### src/rtl/key_filter_debounced.sv
`default_nettype none
// ============================================================================
// key_filter_debounced: synchronise + debounce NUM_KEYS buttons, accept only
// single-key presses. Optional auto-repeat under `define KEY_FILTER_REPEAT_EN.
// Revision: 1.0
// ============================================================================
module key_filter_debounced #(
    parameter int NUM_KEYS        = 4,
    parameter int DEBOUNCE_CYCLES = 50000,
    parameter int ACTIVE_LOW      = 1,
    parameter int REPEAT_CYCLES   = 25000000,
    localparam int IDX_W          = $clog2(NUM_KEYS)
) (
    input  logic                clock,
    input  logic                reset_n,
    input  logic [NUM_KEYS-1:0] key_raw,
    output logic [NUM_KEYS-1:0] filtered_key,
    output logic [IDX_W-1:0]    key_index,
    output logic                key_valid,
    output logic                key_press,
    output logic                key_reject
);

    localparam int               CNT_W   = $clog2(DEBOUNCE_CYCLES + 1);
    localparam logic [CNT_W-1:0] DB_LAST = CNT_W'(DEBOUNCE_CYCLES - 1);

    if (NUM_KEYS < 2 || NUM_KEYS > 16 || DEBOUNCE_CYCLES < 1 || REPEAT_CYCLES < 1) begin : g_param_check
        $error("key_filter_debounced: parameter out of range");
    end

    typedef enum logic [1:0] {
        S_IDLE    = 2'd0,
        S_PRESSED = 2'd1,
        S_LOCKOUT = 2'd2
    } state_t;

    logic [NUM_KEYS-1:0] key_in;
    logic [NUM_KEYS-1:0] sync1_q, sync2_q;
    logic [NUM_KEYS-1:0] deb_q, deb_d;

    // Internally 1 always means pressed.
    assign key_in = (ACTIVE_LOW != 0) ? ~key_raw : key_raw;

    always_ff @(posedge clock) begin
        if (!reset_n) begin
            sync1_q <= '0;
            sync2_q <= '0;
            deb_q   <= '0;
        end else begin
            sync1_q <= key_in;
            sync2_q <= sync1_q;
            deb_q   <= deb_d;
        end
    end

    genvar gi;
    for (gi = 0; gi < NUM_KEYS; gi++) begin : g_chan
        logic [CNT_W-1:0] cnt_q, cnt_d;
        logic             differ, at_last;

        assign differ    = sync2_q[gi] ^ deb_q[gi];
        assign at_last   = (cnt_q == DB_LAST);
        assign cnt_d     = (differ && !at_last) ? cnt_q + 1'b1 : '0;
        assign deb_d[gi] = (differ && at_last) ? sync2_q[gi] : deb_q[gi];

        always_ff @(posedge clock) begin
            if (!reset_n) begin
                cnt_q <= '0;
            end else begin
                cnt_q <= cnt_d;
            end
        end
    end

    state_t              state_q, state_d;
    logic [NUM_KEYS-1:0] latch_q, latch_d;
    logic [NUM_KEYS-1:0] filt_q, filt_d;
    logic [IDX_W-1:0]    idx_q, idx_d, enc;
    logic                valid_q, valid_d;
    logic                press_q, press_d;
    logic                rej_q, rej_d;
    logic                deb_none, deb_one;

    assign deb_none = (deb_q == '0);
    assign deb_one  = !deb_none && ((deb_q & (deb_q - 1'b1)) == '0);

    always_comb begin
        enc = '0;
        for (int i = 0; i < NUM_KEYS; i++) begin
            if (deb_q[i]) begin
                enc = IDX_W'(i);
            end
        end
    end

`ifdef KEY_FILTER_REPEAT_EN
    localparam int               RPT_W    = $clog2(REPEAT_CYCLES + 1);
    localparam logic [RPT_W-1:0] RPT_LAST = RPT_W'(REPEAT_CYCLES - 1);
    logic [RPT_W-1:0] rpt_q, rpt_d;

    always_ff @(posedge clock) begin
        if (!reset_n) begin
            rpt_q <= '0;
        end else begin
            rpt_q <= rpt_d;
        end
    end
`endif

    always_comb begin
        state_d = state_q;
        latch_d = latch_q;
        filt_d  = '0;
        idx_d   = '0;
        press_d = 1'b0;
        rej_d   = 1'b0;
`ifdef KEY_FILTER_REPEAT_EN
        rpt_d   = '0;
`endif
        case (state_q)
            S_IDLE: begin
                if (deb_one) begin
                    state_d = S_PRESSED;
                    latch_d = deb_q;
                    filt_d  = deb_q;
                    idx_d   = enc;
                    press_d = 1'b1;
                end else if (!deb_none) begin
                    state_d = S_LOCKOUT;
                    rej_d   = 1'b1;
                end
            end
            S_PRESSED: begin
                if (deb_q == latch_q) begin
                    filt_d = latch_q;
                    idx_d  = idx_q;
`ifdef KEY_FILTER_REPEAT_EN
                    if (rpt_q == RPT_LAST) begin
                        press_d = 1'b1;
                    end else begin
                        rpt_d = rpt_q + 1'b1;
                    end
`endif
                end else if (deb_none) begin
                    state_d = S_IDLE;
                end else begin
                    state_d = S_LOCKOUT;
                    rej_d   = 1'b1;
                end
            end
            S_LOCKOUT: begin
                // Held keys must all be released before anything is accepted again.
                if (deb_none) begin
                    state_d = S_IDLE;
                end
            end
            default: begin
                state_d = S_IDLE;
            end
        endcase
        valid_d = |filt_d;
    end

    always_ff @(posedge clock) begin
        if (!reset_n) begin
            state_q <= S_IDLE;
            latch_q <= '0;
            filt_q  <= '0;
            idx_q   <= '0;
            valid_q <= 1'b0;
            press_q <= 1'b0;
            rej_q   <= 1'b0;
        end else begin
            state_q <= state_d;
            latch_q <= latch_d;
            filt_q  <= filt_d;
            idx_q   <= idx_d;
            valid_q <= valid_d;
            press_q <= press_d;
            rej_q   <= rej_d;
        end
    end

    assign filtered_key = filt_q;
    assign key_index    = idx_q;
    assign key_valid    = valid_q;
    assign key_press    = press_q;
    assign key_reject   = rej_q;

endmodule
`default_nettype wire

### config.mk
export PLATFORM = sky130hd
export DESIGN_NAME = key_filter_debounced
export DESIGN_NICKNAME = d
export VERILOG_FILES = /design/src/rtl/key_filter_debounced.sv
export SDC_FILE = /design/constraint.sdc
export NUM_CORES = 1
export LEC_CHECK = 0
export BUFFER_PORTS_ARGS = -buffer_cell sky130_fd_sc_hd__buf_2
export CORE_MARGIN = 2
export CORE_UTILIZATION = 45
export CTS_CLUSTER_DIAMETER = 120
export DETAILED_ROUTE_END_ITERATION = 8
export PLACE_DENSITY_LB_ADDON = 0.15
export SYNTH_ARGS = -nofsm -noshare
export SYNTH_HDL_FRONTEND = slang
export SYNTH_SLANG_ARGS = --single-unit
### constraint.sdc
create_clock -name clock -period 2.3 [get_ports clock]
set_clock_uncertainty 0.2 [all_clocks]
set_input_delay 0.115 -clock clock [delete_from_list [all_inputs] [get_ports clock]]
set_output_delay 0.115 -clock clock [all_outputs]
set_load 0.02 [all_outputs]
; Word level (Yosys, flattened, before mapping)
; Index checks and enable logic that the tools add are counted.
[totals]
in_bits = 6
reg_bits = 91
word_cells = 83
out_inout_bits = 9
[op_classes]
reduce_logical = 25
n_eq_ne = 10
muxes = 20
bitwise_logic = 6
n_addsub = 5
[op_table]
columns = op, count
row1 = $add A16 B1 Y16 const B, 4
row2 = $eq A16 B16 Y1 const B, 4
row3 = $mux W2, 9
row4 = $reduce_and A2 Y1, 6
row5 = $logic_and A1 B1 Y1, 9
row6 = $logic_not A4 Y1, 2
row7 = $mux W4, 2
row8 = $pmux W4 S2, 1
row9 = $pmux W2 S3, 1
row10 = $logic_not A1 Y1, 5
row11 = $mux W1, 5
row12 = $and A4 B4 Y4, 1
row13 = $eq A4 B4 Y1, 1
row14 = $ne A2 B2 Y1 const B, 2
row15 = $not A4 Y4, 1
row16 = $pmux W2 S2, 1
row17 = $reduce_or A4 Y1, 1
row18 = $sub A4 B1 Y4 const B, 1
row19 = $xor A1 B1 Y1, 4
row20 = $ne A3 B3 Y1 const B, 1
row21 = $reduce_and A3 Y1, 1
row22 = $eq A2 B1 Y1 const B, 1
row23 = $eq A2 B2 Y1 const B, 1
row24 = $logic_not A2 Y1, 1
row25 = $pmux W1 S2, 1

; Depth between registers and ports, before layout
; Gate-level depths: netlist of the first run.
[logic_depth]
depth_word = 7
depth_mapped = 6
ltp_nobuf = 5

; Least setup slack after synthesis of the first run
; OpenSTA, ideal clock, no wires.
[synth_path]
path_kind = reg-to-reg
startpoint = register g_chan[0].cnt_q[12]
endpoint = register g_chan[0].cnt_q[15]
n_path_buf = 1
slack_ps = 300
setup_time_ps = 115
t_arrival_ps = 1685
required_ps = 1985
synth_period_minus_slack_ps = 2000
path_stages_with_launch = 6
cell_sequence = dfxtp_1 or4b_1 or4_4 nand3_4 buf_8 nor2_1
[synth_via]
elab_chain_len = 4
word_cells_on_any_way = 5
cone_classes = 1 x add/sub / 1 x eq/ne / 3 x reduce/logical
[synth_lines]
columns = element, line
row1 = start: declaration, 58  ; logic [CNT_W-1:0] cnt_q, cnt_d;
row2 = start signal: assignment, 70  ; cnt_q <= cnt_d;
row3 = "parallel branches: the longest is 4 deep, another holds $add A16 B1 Y16", -
; Parallel ways; which one is timed is not known.
; A chain may end at the register's enable or synchronous reset.

; Worst setup path in the final report of the first run
[layout_path]
startpoint = register g_chan[1].cnt_q[5]
endpoint = register g_chan[1].cnt_q[3]
[layout_via]
elab_chain_len = 4
[layout_lines]
columns = element, line
row1 = start: declaration, 58
row2 = start signal: assignment, 70
row3 = $eq A16 B16 Y1, 62  ; assign at_last = (cnt_q == DB_LAST);
row4 = $logic_not A1 Y1, 63  ; assign cnt_d = (differ && !at_last) ? cnt_q + 1'b1 : '0;
row5 = $logic_and A1 B1 Y1, 63
row6 = $reduce_and A2 Y1 (no source line), -
; No other way between the ends.

==> impl_summary.log, run 1 <==
INFO  metric die_width = 98.6 µm
INFO  metric post-synth-top-count-cell = sky130_fd_sc_hd__dfxtp_1
INFO  metric grt_overflow = 0
INFO  metric io_buffers = 14
INFO  metric slew_violations = 0
INFO  metric routability_congestion_estimate_from_global_placement = ~0.84
INFO  metric route.top_layer_used = met4
INFO  metric post_synth_inst_count = between 400 and 500
INFO  metric cts_hold_buf = 5
INFO  metric setup_viol_count_final = 0
INFO  metric antennaDiodeCount = 0
INFO  metric post_cts_resized = 0
INFO  metric wire_length_on_met1 = between 3000 and 4000 µm
INFO  metric hp-class = reg2reg
INFO  metric p_int = 2.14 mW
INFO  metric route.met2.wl = about 3200 µm
INFO  metric synth_register_bits = just over 90
INFO  metric num_vias = 3028
INFO  metric yosys.area.top_type_share = 0.453
INFO  metric crit_chain = or4_1 > or4_4 > nand3_2 > nor2_1
INFO  metric finalCoreUtilization = 0.514
INFO  metric critical_path.max_stage_delay = between 0.5 and 0.6 ns
INFO  metric finalNetCount = 477
INFO  metric grt_pass1_vias = 2846
INFO  metric setup_total_negative_slack = 0 ns
INFO  metric endpoint_kind = flip-flop
INFO  metric sequential_to_total_area_share_from_yosys_stat = 0.453
INFO  metric crit_path_start_kind = flip-flop
INFO  metric h_tree_depth = 3
INFO  metric timing.critical_path.slowest_stage_cell = sky130_fd_sc_hd__or4_4
INFO  metric ctsLongestPathBuffers = 2
INFO  metric power_density = 603 nW/µm²
INFO  metric clock_latency = 0.35 ns
INFO  metric worstHoldStart = sync1_q[3]$_SDFF_PN0_
INFO  metric fin_ws = 0.238 ns
INFO  metric placed_cell_count = 559
INFO  metric layout_overhead_on_the_synthesized_area = 10.8%
INFO  metric post-dp-hpwl = 4950 µm
INFO  metric drtPass1Iterations = 4
INFO  metric drt_drc_violations_left = 0
INFO  metric total_leakage_power = about 1.5 nW
INFO  metric core_area = 8680 µm²
INFO  metric cts.sink_count = between 90 and 100
INFO  metric switching_power = between 0.5 and 0.6 mW
INFO  metric timing_worst_slew_pin_value = 0.592 ns
INFO  metric post_synth_num_cell_types = 46
INFO  metric ctsRootBufferMaster = sky130_fd_sc_hd__clkbuf_8
INFO  metric criticalPathCategory = reg2reg
INFO  metric fp.dieArea = 9710 µm²
INFO  metric synth_top_area_cell = sky130_fd_sc_hd__dfxtp_1
INFO  metric netlist_area = approximately 4000 µm²
INFO  metric synth-edff-count = 0
INFO  metric drt-initial-drc-count = 87
INFO  metric timing.rr.start = g_chan[1].cnt_q[5]$_SDFF_PN0_
INFO  metric wl = 7330 µm
INFO  metric detail-route-antenna-nets = 0
INFO  metric start_util = 0.464
INFO  metric antenna_found_initial = 0
INFO  metric boundary_pins = 15
INFO  metric die_h = 98.6 µm
INFO  metric final_worst_path_cycle_share = 0.896
INFO  metric maxClockFrequency = 485 MHz
INFO  metric worst_slew_margin_relative_to_its_limit = 0.605
INFO  metric synth-warning-count = 0
INFO  metric synth_top_cells_by_area = sky130_fd_sc_hd__dfxtp_1 45%, sky130_fd_sc_hd__xnor2_1 8.5%, sky130_fd_sc_hd__nor2_1 6.8%
INFO  metric avgViaCountPerCell = 5.22
INFO  metric first_pass_grt_wire_length = between 10000 and 15000 µm
INFO  metric p_seq_frac = 0.590
INFO  metric highest_ir_drop_seen_on_vdd = 0.000253 V
INFO  metric grt_max_degree = 19
INFO  metric wl_per_cell = ~13 µm
INFO  metric ys_async_sr_fraction = 0
INFO  metric setup_repair_after_global_routing_missed_its_margin = no
INFO  metric crit_arrival = between 2 and 2.5 ns
INFO  metric syn_avg_cell_area = just over 9 µm²
INFO  metric dp_slack = 0.237 ns
INFO  metric crit_fanout = 15
INFO  metric min_period = 2.06 ns
INFO  metric ys_top_cells_by_count = 91 x sky130_fd_sc_hd__dfxtp_1, 73 x sky130_fd_sc_hd__nor2_1, 39 x sky130_fd_sc_hd__xnor2_1
INFO  metric gr-usage-all-layers = 0.162
INFO  metric final.hold.worst_slack = 0.229 ns
INFO  metric part_of_the_power_in_the_clock_network = 0.392
INFO  metric final_instance_count_excl_fillers = 580
INFO  metric hold_violations = 0
INFO  metric required_time_reported_for_the_critical_path_endpoint = 2.33 ns
INFO  metric p_comb_frac = 0.018
INFO  metric tritoncts = built
INFO  metric path_clk_slew = around 0.08 ns
INFO  metric placementRows = 34
INFO  metric outcome = completed
INFO  metric timing.max_cap.violations = 0
INFO  metric crit_path_start = g_chan[1].cnt_q[5]$_SDFF_PN0_
INFO  metric routed-wl-met3 = around 350 µm
INFO  metric post_route_cells_drive_above_1_share = 0.121
INFO  metric dominantRegCellSynth = sky130_fd_sc_hd__dfxtp_1
INFO  metric synth_fp_nets = between 400 and 500
INFO  metric cts_inserted_buffers = 9
INFO  metric postCtsSetupRepairBufs = 0
INFO  metric power.switching_fraction = 0.206
[worst paths after layout]
check                           slack [ns]                       endpoint  cells after the start
worst max register to register        0.24  g_chan[1].cnt_q[3]$_SDFF_PN0_                      4
worst min-delay path                  0.23          sync2_q[3]$_SDFF_PN0_                      1
worst min register to register        0.23          sync2_q[3]$_SDFF_PN0_                      1
worst max-delay path                  0.24  g_chan[1].cnt_q[3]$_SDFF_PN0_                      4
[cells in the final DEF, fill, tap and decap left out, types with 4 or more instances in the layout]
cell type,synthesis,final
sky130_fd_sc_hd__dfxtp_1,91,91
sky130_fd_sc_hd__nor2_1,73,73
sky130_fd_sc_hd__xnor2_1,39,39
sky130_fd_sc_hd__nand3_1,27,27
sky130_fd_sc_hd__xor2_1,25,25
sky130_fd_sc_hd__nand4_1,21,21
sky130_fd_sc_hd__nor3_1,15,15
sky130_fd_sc_hd__buf_2,0,14
sky130_fd_sc_hd__inv_1,13,13
sky130_fd_sc_hd__nor4_1,13,13
sky130_fd_sc_hd__buf_4,0,13
sky130_fd_sc_hd__nand2_1,11,11
sky130_fd_sc_hd__and3_1,10,10
sky130_fd_sc_hd__clkbuf_8,0,10
sky130_fd_sc_hd__o21ai_0,8,8
sky130_fd_sc_hd__a21oi_1,7,7
sky130_fd_sc_hd__and2_1,6,6
sky130_fd_sc_hd__nor2_2,6,6
sky130_fd_sc_hd__nor2b_1,5,5
sky130_fd_sc_hd__a31o_2,5,5
sky130_fd_sc_hd__dlygate4sd3_1,0,5
sky130_fd_sc_hd__mux2i_1,4,4
sky130_fd_sc_hd__ha_1,4,4
sky130_fd_sc_hd__clkbuf_1,11,4
[final cells by class]
class,count,area [µm²]
fill,859,4220
timing repair buffer,32,218
clock buffer,14,153
inverter,13,48.8
clock inverter,2,35.0
tap,108,135
sequential,91,1820
multi-input combinational,320,2050
[power by group through the flow]
stage | combinational, mW | sequential [mW] | clock, mW
final | 0.0487 | 1.59 | 1.06
after global routing | 0.0552 | 1.59 | 1.16
after global placement | 0.0426 | 1.62 | 0
after detailed placement | 0.0434 | 1.62 | 0
after floorplan | 0.0295 | 1.62 | 0
after CTS | 0.0499 | 1.59 | 1.10
[registers in the layout, summed over array words and instances (netlist names)]
| name | cells |
|---|---|
| filtered_key | 4 |
| key_press | 1 |
| g_chan.cnt_q | 64 |
| key_index | 2 |
| latch_q | 4 |
| state_q | 2 |
| key_reject | 1 |
| key_valid | 1 |
| deb_q | 4 |
| sync2_q | 4 |
| sync1_q | 4 |
[through the flow]
stage | power [mW] | cell area [µm²]
3_3_place_gp | 1.67 | 4220
3_5_place_dp | 1.67 | 4220
2_1_floorplan | 1.65 | 4020
5_1_grt | 2.80 | 4460
6_report | 2.69 | 4460
4_1_cts | 2.74 | 4460
[critical path, delay by kind of cell (launching register included)]
kind	cells	cell delay (ns)
and+or+nand+nor	4	1.39
DFF	1	0.35
[per-layer routing]
layer	up-vias	track usage
li1	1593	-
met1	1386	0.220
met2	42	0.245
met3	7	0.0525
met4	0	0.0548
met5	-	0
[logic make-up (layout without fill, tap and decap cells)]
kind of cell | after synthesis | in the layout | synth area share
buffers and inverters | 30 | 61 | 0.0382
AO/OA/AOI/OAI | 32 | 32 | 0.0532
AND/OR/NAND/NOR | 216 | 216 | 0.294
XOR/XNOR | 64 | 64 | 0.139
flip-flops | 91 | 91 | 0.453
adder cells (fa/ha/maj) | 4 | 4 | 0.0124
multiplexers | 4 | 4 | 0.00995
(Power assumes the default switching activity.)
==> run 2: changes to the inputs <==
CAP_MARGIN = 20   (was not set)
CORE_UTILIZATION = 47   (was 45)
==> run 2 against run 1 <==
Against the previous run: sequential share of layout area increased by 0.45 points; combinational power decreased by 9.4%; sequential power about the same; critical endpoint is now g_chan[0].cnt_q[5]$_SDFF_PN0_; highest routed layer unchanged; hold slack got worse by 0.18 ns; count of clock-buffer cells in the layout decreased by 2; final cell count decreased by 1.4%; power decreased by 2.2%; register-to-register slack got worse by 0.02 ns; final area decreased by 1.1%; via count decreased by 0.73%; critical path type unchanged; flip-flop and latch count unchanged; critical path depth unchanged.
==> impl_summary.log, run 2 (synthesis results as in run 1) <==
INFO  metric sink_of_the_worst_hold_path = state_q[0]$_SDFFE_PN0P_
INFO  metric first_pass_grt_wire_length = 11900 µm (-8.8%)
INFO  metric timing.rr.start = g_chan[0].cnt_q[12]$_SDFF_PN0_
INFO  metric holdPathStages = 2 (+1)
INFO  metric wl_per_cell = 12.3 µm (-2.5%)
INFO  metric tritoncts = built
INFO  metric layout_overhead_on_the_synthesized_area = 9.61%
INFO  metric ctsRootBufferMaster = sky130_fd_sc_hd__clkbuf_8
INFO  metric setup_viol_count_final = 0 (unchanged)
INFO  metric clock_latency = 0.35 ns (about the same)
INFO  metric setup_total_negative_slack = 0 ns (unchanged)
INFO  metric area_of_combinational_cells_with_multiple_inputs = 2050 µm² (unchanged)
INFO  metric post-dp-hpwl = 4820 µm (-2.7%)
INFO  metric worst_r2r_path_depth = 4 (unchanged)
INFO  metric timing_worst_slew_pin_value = 0.583 ns (-0.00907 ns)
INFO  metric avgViaCountPerCell = 5.26 (+0.66%)
INFO  metric power_density = 597 nW/µm² (-1.2%)
INFO  metric post_route_cells_drive_above_1_share = 0.116 (-0.00513)
INFO  metric drt-initial-drc-count = 129 (+48%)
INFO  metric final_worst_path_cycle_share = 0.907 (+0.0108)
INFO  metric gr-usage-all-layers = 0.160 (-0.00206)
INFO  metric outcome = completed
INFO  metric required_time_reported_for_the_critical_path_endpoint = 2.33 ns (about the same)
INFO  metric route.top_layer_used = met4
INFO  metric r2r_end = g_chan[0].cnt_q[5]$_SDFF_PN0_
INFO  metric maxClockFrequency = 479 MHz (-1.2%)
INFO  metric r2r_setup_slack = 0.21 ns (-0.02 ns)
INFO  metric start_util = 0.487 (+0.0236)
INFO  metric commonest_cells_after_routing_fill_and_taps_aside = 91 x sky130_fd_sc_hd__dfxtp_1, 73 x sky130_fd_sc_hd__nor2_1, 39 x sky130_fd_sc_hd__xnor2_1
INFO  metric slew_violations = 0 (unchanged)
INFO  metric power.switching_fraction = 0.204 (-0.00237)
INFO  metric total_leakage_power = 1.52 nW (-1.5%)
INFO  metric io_buffers = 14 (unchanged)
INFO  metric part_of_the_power_in_the_clock_network = 0.380 (-0.012)
INFO  metric grt_pass1_vias = 2566 (-9.8%)
INFO  metric wl = 7040 µm (-3.9%)
INFO  metric placed_cell_count = 553 (-1.1%)
INFO  metric routability_congestion_estimate_from_global_placement = 0.792 (-5.6%)
INFO  metric timing.max_cap.violations = 0 (unchanged)
INFO  metric final.hold.worst_slack = 0.0441 ns (-0.185 ns)
INFO  metric placementRows = 33 (-2.9%)
INFO  metric antennaDiodeCount = 0 (unchanged)
INFO  metric final_instance_count_excl_fillers = 572 (-1.4%)
INFO  metric path_clk_slew = 0.08 ns (about the same)
INFO  metric boundary_pins = 15 (unchanged)
INFO  metric hp-class = in2reg
INFO  metric h_tree_depth = 3 (unchanged)
INFO  metric crit_arrival = 2.12 ns (+0.03 ns)
INFO  metric fp.dieArea = 9320 µm² (-4.1%)
INFO  metric largest_register_ff_count = 64 (unchanged)
INFO  metric highest_ir_drop_seen_on_vdd = 0.000248 V (-2.0%)
INFO  metric num-fill-cells = 788 (-8.3%)
INFO  metric die_width = 96.5 µm (-2.1%)
INFO  metric p_seq_frac = 0.603 (+0.013)
INFO  metric p_int = 2.09 mW (-1.9%)
INFO  metric grt_max_degree = 25 (+6)
INFO  metric detail-route-antenna-nets = 0 (unchanged)
INFO  metric routed-wl-met3 = 266 µm (-24%)
INFO  metric hold_violations = 0 (unchanged)
INFO  metric antenna_found_initial = 0 (unchanged)
INFO  metric largest_register = g_chan.cnt_q
INFO  metric setup_repair_after_global_routing_missed_its_margin = no
INFO  metric switching_power = 0.536 mW (-3.4%)
INFO  metric cts.sink_count = 91 (unchanged)
INFO  metric die_h = 96.5 µm (-2.1%)
INFO  metric ctsLongestPathBuffers = 2 (unchanged)
INFO  metric wire_length_on_met1 = 3780 µm (+2.7%)
INFO  metric worst_slew_margin_relative_to_its_limit = 0.611 (+0.00606)
INFO  metric grt_overflow = 0 (unchanged)
INFO  metric endpoint_kind = flip-flop
INFO  metric layout_commonest_cell = sky130_fd_sc_hd__dfxtp_1
INFO  metric drt_drc_violations_left = 0 (unchanged)
INFO  metric register_area = 1820 µm² (unchanged)
INFO  metric route.met2.wl = 2890 µm (-10%)
INFO  metric crit_path_start_kind = flip-flop
INFO  metric drtPass1Iterations = 4 (unchanged)
INFO  metric min_period = 2.09 ns (+0.0248 ns)
INFO  metric postCtsSetupRepairBufs = 0 (unchanged)
INFO  metric criticalPathCategory = reg2reg
INFO  metric core_area = 8260 µm² (-4.8%)
INFO  metric finalNetCount = 473 (-0.84%)
INFO  metric cts_inserted_buffers = 9 (unchanged)
INFO  metric crit_fanout = 16 (+1)
INFO  metric p_comb_frac = 0.017 (about the same)
INFO  metric num_vias = 3006 (-0.73%)
INFO  metric worstHoldStart = reset_n
[run 2: changes by cell type in the layout (fill, tap and decap cells not counted)]
| cell | before | now |
|---|---|---|
| sky130_fd_sc_hd__buf_4 | 13 | 10 |
| sky130_fd_sc_hd__clkinv_2 | 1 | 2 |
| sky130_fd_sc_hd__dlygate4sd3_1 | 5 | 4 |
| sky130_fd_sc_hd__clkbuf_8 | 10 | 9 |
| sky130_fd_sc_hd__clkbuf_1 | 4 | 3 |
[run 2: through the flow]
stage / area [µm²] / power, mW / utilization / setup WS (ns)
floorplan: 4020 / 1.65 / - / 0.300
global placement: 4200 / 1.66 / 0.508 / 0.252
detailed placement: 4200 / 1.66 / 0.508 / 0.213
CTS: 4410 / 2.67 / 0.534 / 0.197
global route: 4410 / 2.74 / 0.534 / 0.127
finish: 4410 / 2.63 / 0.534 / 0.214
[run 2: per-layer routing]
layer  vias to the layer above  track usage
met5                         -            0
met4                         0       0.0692
met3                        10       0.0310
met2                        46        0.229
met1                      1366        0.234
li1                       1584            -
[run 2: repair_timing]
| action | in CTS | in global routing |
|---|---|---|
| hold endpoints to repair | 4 | 0 |
| endpoints found under the setup margin | 0 | 0 |
| hold buffers | 4 | 0 |
| gates resized for setup | 0 | 0 |
[run 2: final cells by class]
class                      count  area share
multi-input combinational    320       0.464
inverter                      13      0.0111
sequential                    91       0.413
timing repair buffer          28      0.0420
clock inverter                 3     0.00908
tap                          105      0.0298
clock buffer                  12      0.0306
[run 2: power by group through the flow]
stage | sequential, mW | combinational, mW | clock [mW]
floorplan | 1.62 | 0.0295 | 0
global placement | 1.62 | 0.0396 | 0
detailed placement | 1.62 | 0.0401 | 0
CTS | 1.59 | 0.0452 | 1.04
global route | 1.59 | 0.0500 | 1.10
finish | 1.59 | 0.0441 | 1.00
[run 2: how the worst max path moves through the flow]
stage	slack [ns]	endpoint	cells past startpoint	start
floorplan	0.30	g_chan[0].cnt_q[15]$_SDFF_PN0_	5	g_chan[0].cnt_q[12]$_SDFF_PN0_
global placement	0.25	g_chan[0].cnt_q[5]$_SDFF_PN0_	4	g_chan[0].cnt_q[12]$_SDFF_PN0_
detailed placement	0.21	g_chan[0].cnt_q[5]$_SDFF_PN0_	4	g_chan[0].cnt_q[12]$_SDFF_PN0_
CTS	0.20	g_chan[0].cnt_q[5]$_SDFF_PN0_	4	g_chan[0].cnt_q[12]$_SDFF_PN0_
global route	0.13	g_chan[0].cnt_q[4]$_SDFF_PN0_	4	g_chan[0].cnt_q[12]$_SDFF_PN0_
finish	0.21	g_chan[0].cnt_q[5]$_SDFF_PN0_	4	g_chan[0].cnt_q[12]$_SDFF_PN0_
[run 2: critical path: stages, from the launching register on]
cell and delay (ns):
sky130_fd_sc_hd__dfxtp_1 0.37, sky130_fd_sc_hd__or4b_1 0.52, sky130_fd_sc_hd__or4_4 0.58, sky130_fd_sc_hd__nand3_4 0.23
sky130_fd_sc_hd__nor2_1 0.08
==> run 3: changes to the inputs <==
--- a/config.mk
+++ b/config.mk
@@ -10,7 +10,8 @@
 export CORE_MARGIN = 2
 export CORE_UTILIZATION = 47
-export CTS_CLUSTER_DIAMETER = 120
+export CTS_CLUSTER_DIAMETER = 60
 export DETAILED_ROUTE_END_ITERATION = 8
 export PLACE_DENSITY_LB_ADDON = 0.15
+export SKIP_LAST_GASP = 1
 export SYNTH_ARGS = -nofsm -noshare
 export SYNTH_HDL_FRONTEND = slang
==> constraint.sdc (replaced) <==
create_clock -name clock -period 2.3 [get_ports clock]
set_clock_uncertainty 0.2 [all_clocks]
set_input_delay 0.23 -clock clock [delete_from_list [all_inputs] [get_ports clock]]
set_output_delay 0.23 -clock clock [all_outputs]
set_load 0.02 [all_outputs]
==> run 3 against run 2 <==
Against the previous run: via count increased by 0.30%; combinational power increased by 4%; sequential power about the same; maximum frequency increased by 1.3%; flip-flop and latch count unchanged; power increased by 2.2%; global-route usage increased by 1.2 points; critical path depth unchanged; clock power increased by 6%; highest routed layer unchanged.
==> impl_summary.log, run 3 (synthesis results as in run 1) <==
INFO  metric post_cts_resized = 0 (unchanged)
INFO  metric cts_inserted_buffers = 9 (unchanged)
INFO  metric boundary_pins = 15 (unchanged)
INFO  metric finish.instance_area = 4440 µm² (+0.62%)
INFO  metric setup_viol_count_final = 0 (unchanged)
INFO  metric min_period = 2.06 ns (-0.0265 ns)
INFO  metric ctsLongestPathBuffers = 2 (unchanged)
INFO  metric gr-usage-all-layers = 0.172 (+0.0120)
INFO  metric crit_arrival = 2.10 ns (-0.02 ns)
INFO  metric design_power_total = 2.69 mW (+2.2%)
INFO  metric largest_register = g_chan.cnt_q
INFO  metric worst_slew_margin_relative_to_its_limit = 0.666 (+0.0547)
INFO  metric dp_slack = 0.239 ns (+0.0256 ns)
INFO  metric hp-class = in2reg
INFO  metric final_worst_path_cycle_share = 0.896 (-0.0115)
INFO  metric antenna_found_initial = 0 (unchanged)
INFO  metric required_time_reported_for_the_critical_path_endpoint = 2.34 ns (about the same)
INFO  metric grt_max_degree = 17 (-32%)
INFO  metric drt-initial-drc-count = 123 (-4.7%)
INFO  metric outcome = completed
INFO  metric criticalPathCategory = reg2reg
INFO  metric grt_overflow = 0 (unchanged)
INFO  metric p_comb_frac = 0.017 (about the same)
INFO  metric grt_pass1_vias = 2810 (+9.5%)
INFO  metric start_util = 0.487 (unchanged)
INFO  metric routability_congestion_estimate_from_global_placement = 0.788 (-0.40%)
INFO  metric critPathCapture = g_chan[0].cnt_q[11]$_SDFF_PN0_
INFO  metric io_buffers = 14 (unchanged)
INFO  metric die_h = 96.5 µm (unchanged)
INFO  metric cts.sink_count = 91 (unchanged)
INFO  metric postCtsSetupRepairBufs = 0 (unchanged)
INFO  metric maxClockFrequency = 485 MHz (+1.3%)
INFO  metric die_width = 96.5 µm (unchanged)
INFO  metric ctsRootBufferMaster = sky130_fd_sc_hd__clkbuf_8
INFO  metric timing.critical_path.slowest_stage_cell = sky130_fd_sc_hd__or4_4
INFO  metric layout_overhead_on_the_synthesized_area = 10.3%
INFO  metric largest_register_ff_count = 64 (unchanged)
INFO  metric placed_cell_count = 554 (+0.18%)
INFO  metric endpoint_kind = flip-flop
INFO  metric drt_drc_violations_left = 0 (unchanged)
INFO  metric final_instance_count_excl_fillers = 574 (+0.35%)
INFO  metric post-dp-hpwl = 4910 µm (+2.0%)
INFO  metric highest_ir_drop_seen_on_vdd = 0.000316 V (+27%)
INFO  metric grt_util_met3 = 0.0365 (+0.00543)
INFO  metric switching_power = 0.558 mW (+4.0%)
INFO  metric crit_chain = or4b_1 > or4_4 > nand3_4 > nor2_1
INFO  metric post_route_cells_drive_above_1_share = 0.122 (+0.00590)
INFO  metric core_area = 8260 µm² (unchanged)
INFO  metric h_tree_depth = 3 (unchanged)
INFO  metric fin_ws = 0.240 ns (+0.0265 ns)
INFO  metric finalNetCount = 474 (+0.21%)
INFO  metric tritoncts = built
INFO  metric antennaDiodeCount = 0 (unchanged)
INFO  metric wl = 7110 µm (+1.0%)
INFO  metric timing.rr.start = g_chan[0].cnt_q[12]$_SDFF_PN0_
INFO  metric p_seq_frac = 0.590 (-0.013)
INFO  metric layout_commonest_cell = sky130_fd_sc_hd__dfxtp_1
INFO  metric num_vias = 3015 (+0.30%)
INFO  metric wl_per_cell = 12.4 µm (+0.66%)
INFO  metric r2r_end = g_chan[0].cnt_q[11]$_SDFF_PN0_
INFO  metric p_int = 2.13 mW (+1.8%)
INFO  metric r2r_setup_slack = 0.24 ns (+0.03 ns)
INFO  metric path_clk_slew = 0.08 ns (about the same)
INFO  metric use_met1 = 0.242 (+0.00833)
INFO  metric commonest_cells_after_routing_fill_and_taps_aside = 91 x sky130_fd_sc_hd__dfxtp_1, 73 x sky130_fd_sc_hd__nor2_1, 39 x sky130_fd_sc_hd__xnor2_1
INFO  metric power.switching_fraction = 0.207 (+0.00356)
INFO  metric critical_path.max_stage_delay = 0.58 ns (about the same)
INFO  metric crit_path_start_kind = flip-flop
INFO  metric total_leakage_power = 1.53 nW (+0.47%)
INFO  metric grt.met2_usage = 0.253 (+0.0243)
INFO  metric avgViaCountPerCell = 5.25 (about the same)
INFO  metric busiest_layer_in_global_routing = met2
INFO  metric clock_latency = 0.35 ns (about the same)
INFO  metric dpl_cell_area = 4200 µm² (+0.18%)
INFO  metric detail-route-antenna-nets = 0 (unchanged)
INFO  metric part_of_the_power_in_the_clock_network = 0.393 (+0.013)
INFO  metric crit_fanout = 16 (unchanged)
INFO  metric fp.dieArea = 9320 µm² (unchanged)
INFO  metric timing.max_cap.violations = 0 (unchanged)
INFO  metric first_pass_grt_wire_length = 12700 µm (+6.7%)
INFO  metric setup_total_negative_slack = 0 ns (unchanged)
INFO  metric setup_repair_after_global_routing_missed_its_margin = no
INFO  metric hold_violations = 0 (unchanged)
INFO  metric timing_worst_slew_pin_value = 0.501 ns (-0.0819 ns)
INFO  metric drtPass1Iterations = 4 (unchanged)
INFO  metric crit_path_start = g_chan[0].cnt_q[12]$_SDFF_PN0_
INFO  metric worst_r2r_path_depth = 4 (unchanged)
INFO  metric placementRows = 33 (unchanged)
INFO  metric power_density = 606 nW/µm² (+1.6%)
INFO  metric slew_violations = 0 (unchanged)
run 3: power by group through the flow:
stage                     Clock, mW  Combinational [mW]  Sequential, mW
after floorplan                   0              0.0295            1.62
after global placement            0              0.0409            1.62
after detailed placement          0              0.0413            1.62
after CTS                      1.11              0.0465            1.59
after global routing           1.16              0.0520            1.59
final                          1.06              0.0457            1.59
run 3: how the worst min path moves through the flow:
stage | start | to | slack, ns | cells past startpoint
after floorplan | key_raw[3] | sync1_q[3]$_SDFF_PN0_ | 0.1 | 1
after detailed placement | key_raw[1] | sync1_q[1]$_SDFF_PN0_ | 0.19 | 2
after global placement | key_raw[3] | sync1_q[3]$_SDFF_PN0_ | 0.19 | 2
after CTS | reset_n | sync2_q[3]$_SDFF_PN0_ | 0.07 | 2
after global routing | reset_n | sync1_q[2]$_SDFF_PN0_ | 0.08 | 2
final | reset_n | latch_q[0]$_SDFFE_PN0P_ | 0.08 | 2
run 3: final cells by class:
cell class / instances / area, µm²
Clock buffer: 12 / 145
Clock inverter: 4 / 50.0
Fill cell: 771 / 3820
Inverter: 13 / 48.8
Multi-Input combinational cell: 320 / 2050
Sequential cell: 91 / 1820
Tap cell: 105 / 131
Timing Repair Buffer: 29 / 193
run 3: critical path: cells and delay by family (launching register included):
kind / cells / cell delay [ns]
flops: 1 / 0.36
simple gates: 4 / 1.39
run 3: repair_timing:
action | CTS | global route
hold buffers | 4 | 0
endpoints found under the setup margin | 0 | 0
hold endpoints to repair | 4 | 0
run 3: metrics by stage:
stage / utilization / hold slack (ns)
global placement: 0.509 / 0.188
CTS: 0.537 / 0.0702
detailed placement: 0.509 / 0.191
global route: 0.537 / 0.0834
floorplan: - / 0.0967
finish: 0.537 / 0.0833
run 3: routing by layer:
layer,vias up,routed length (µm)
li1,1584,-
met1,1385,3700
met2,36,3020
met3,10,252
met4,0,145
met5,-,0
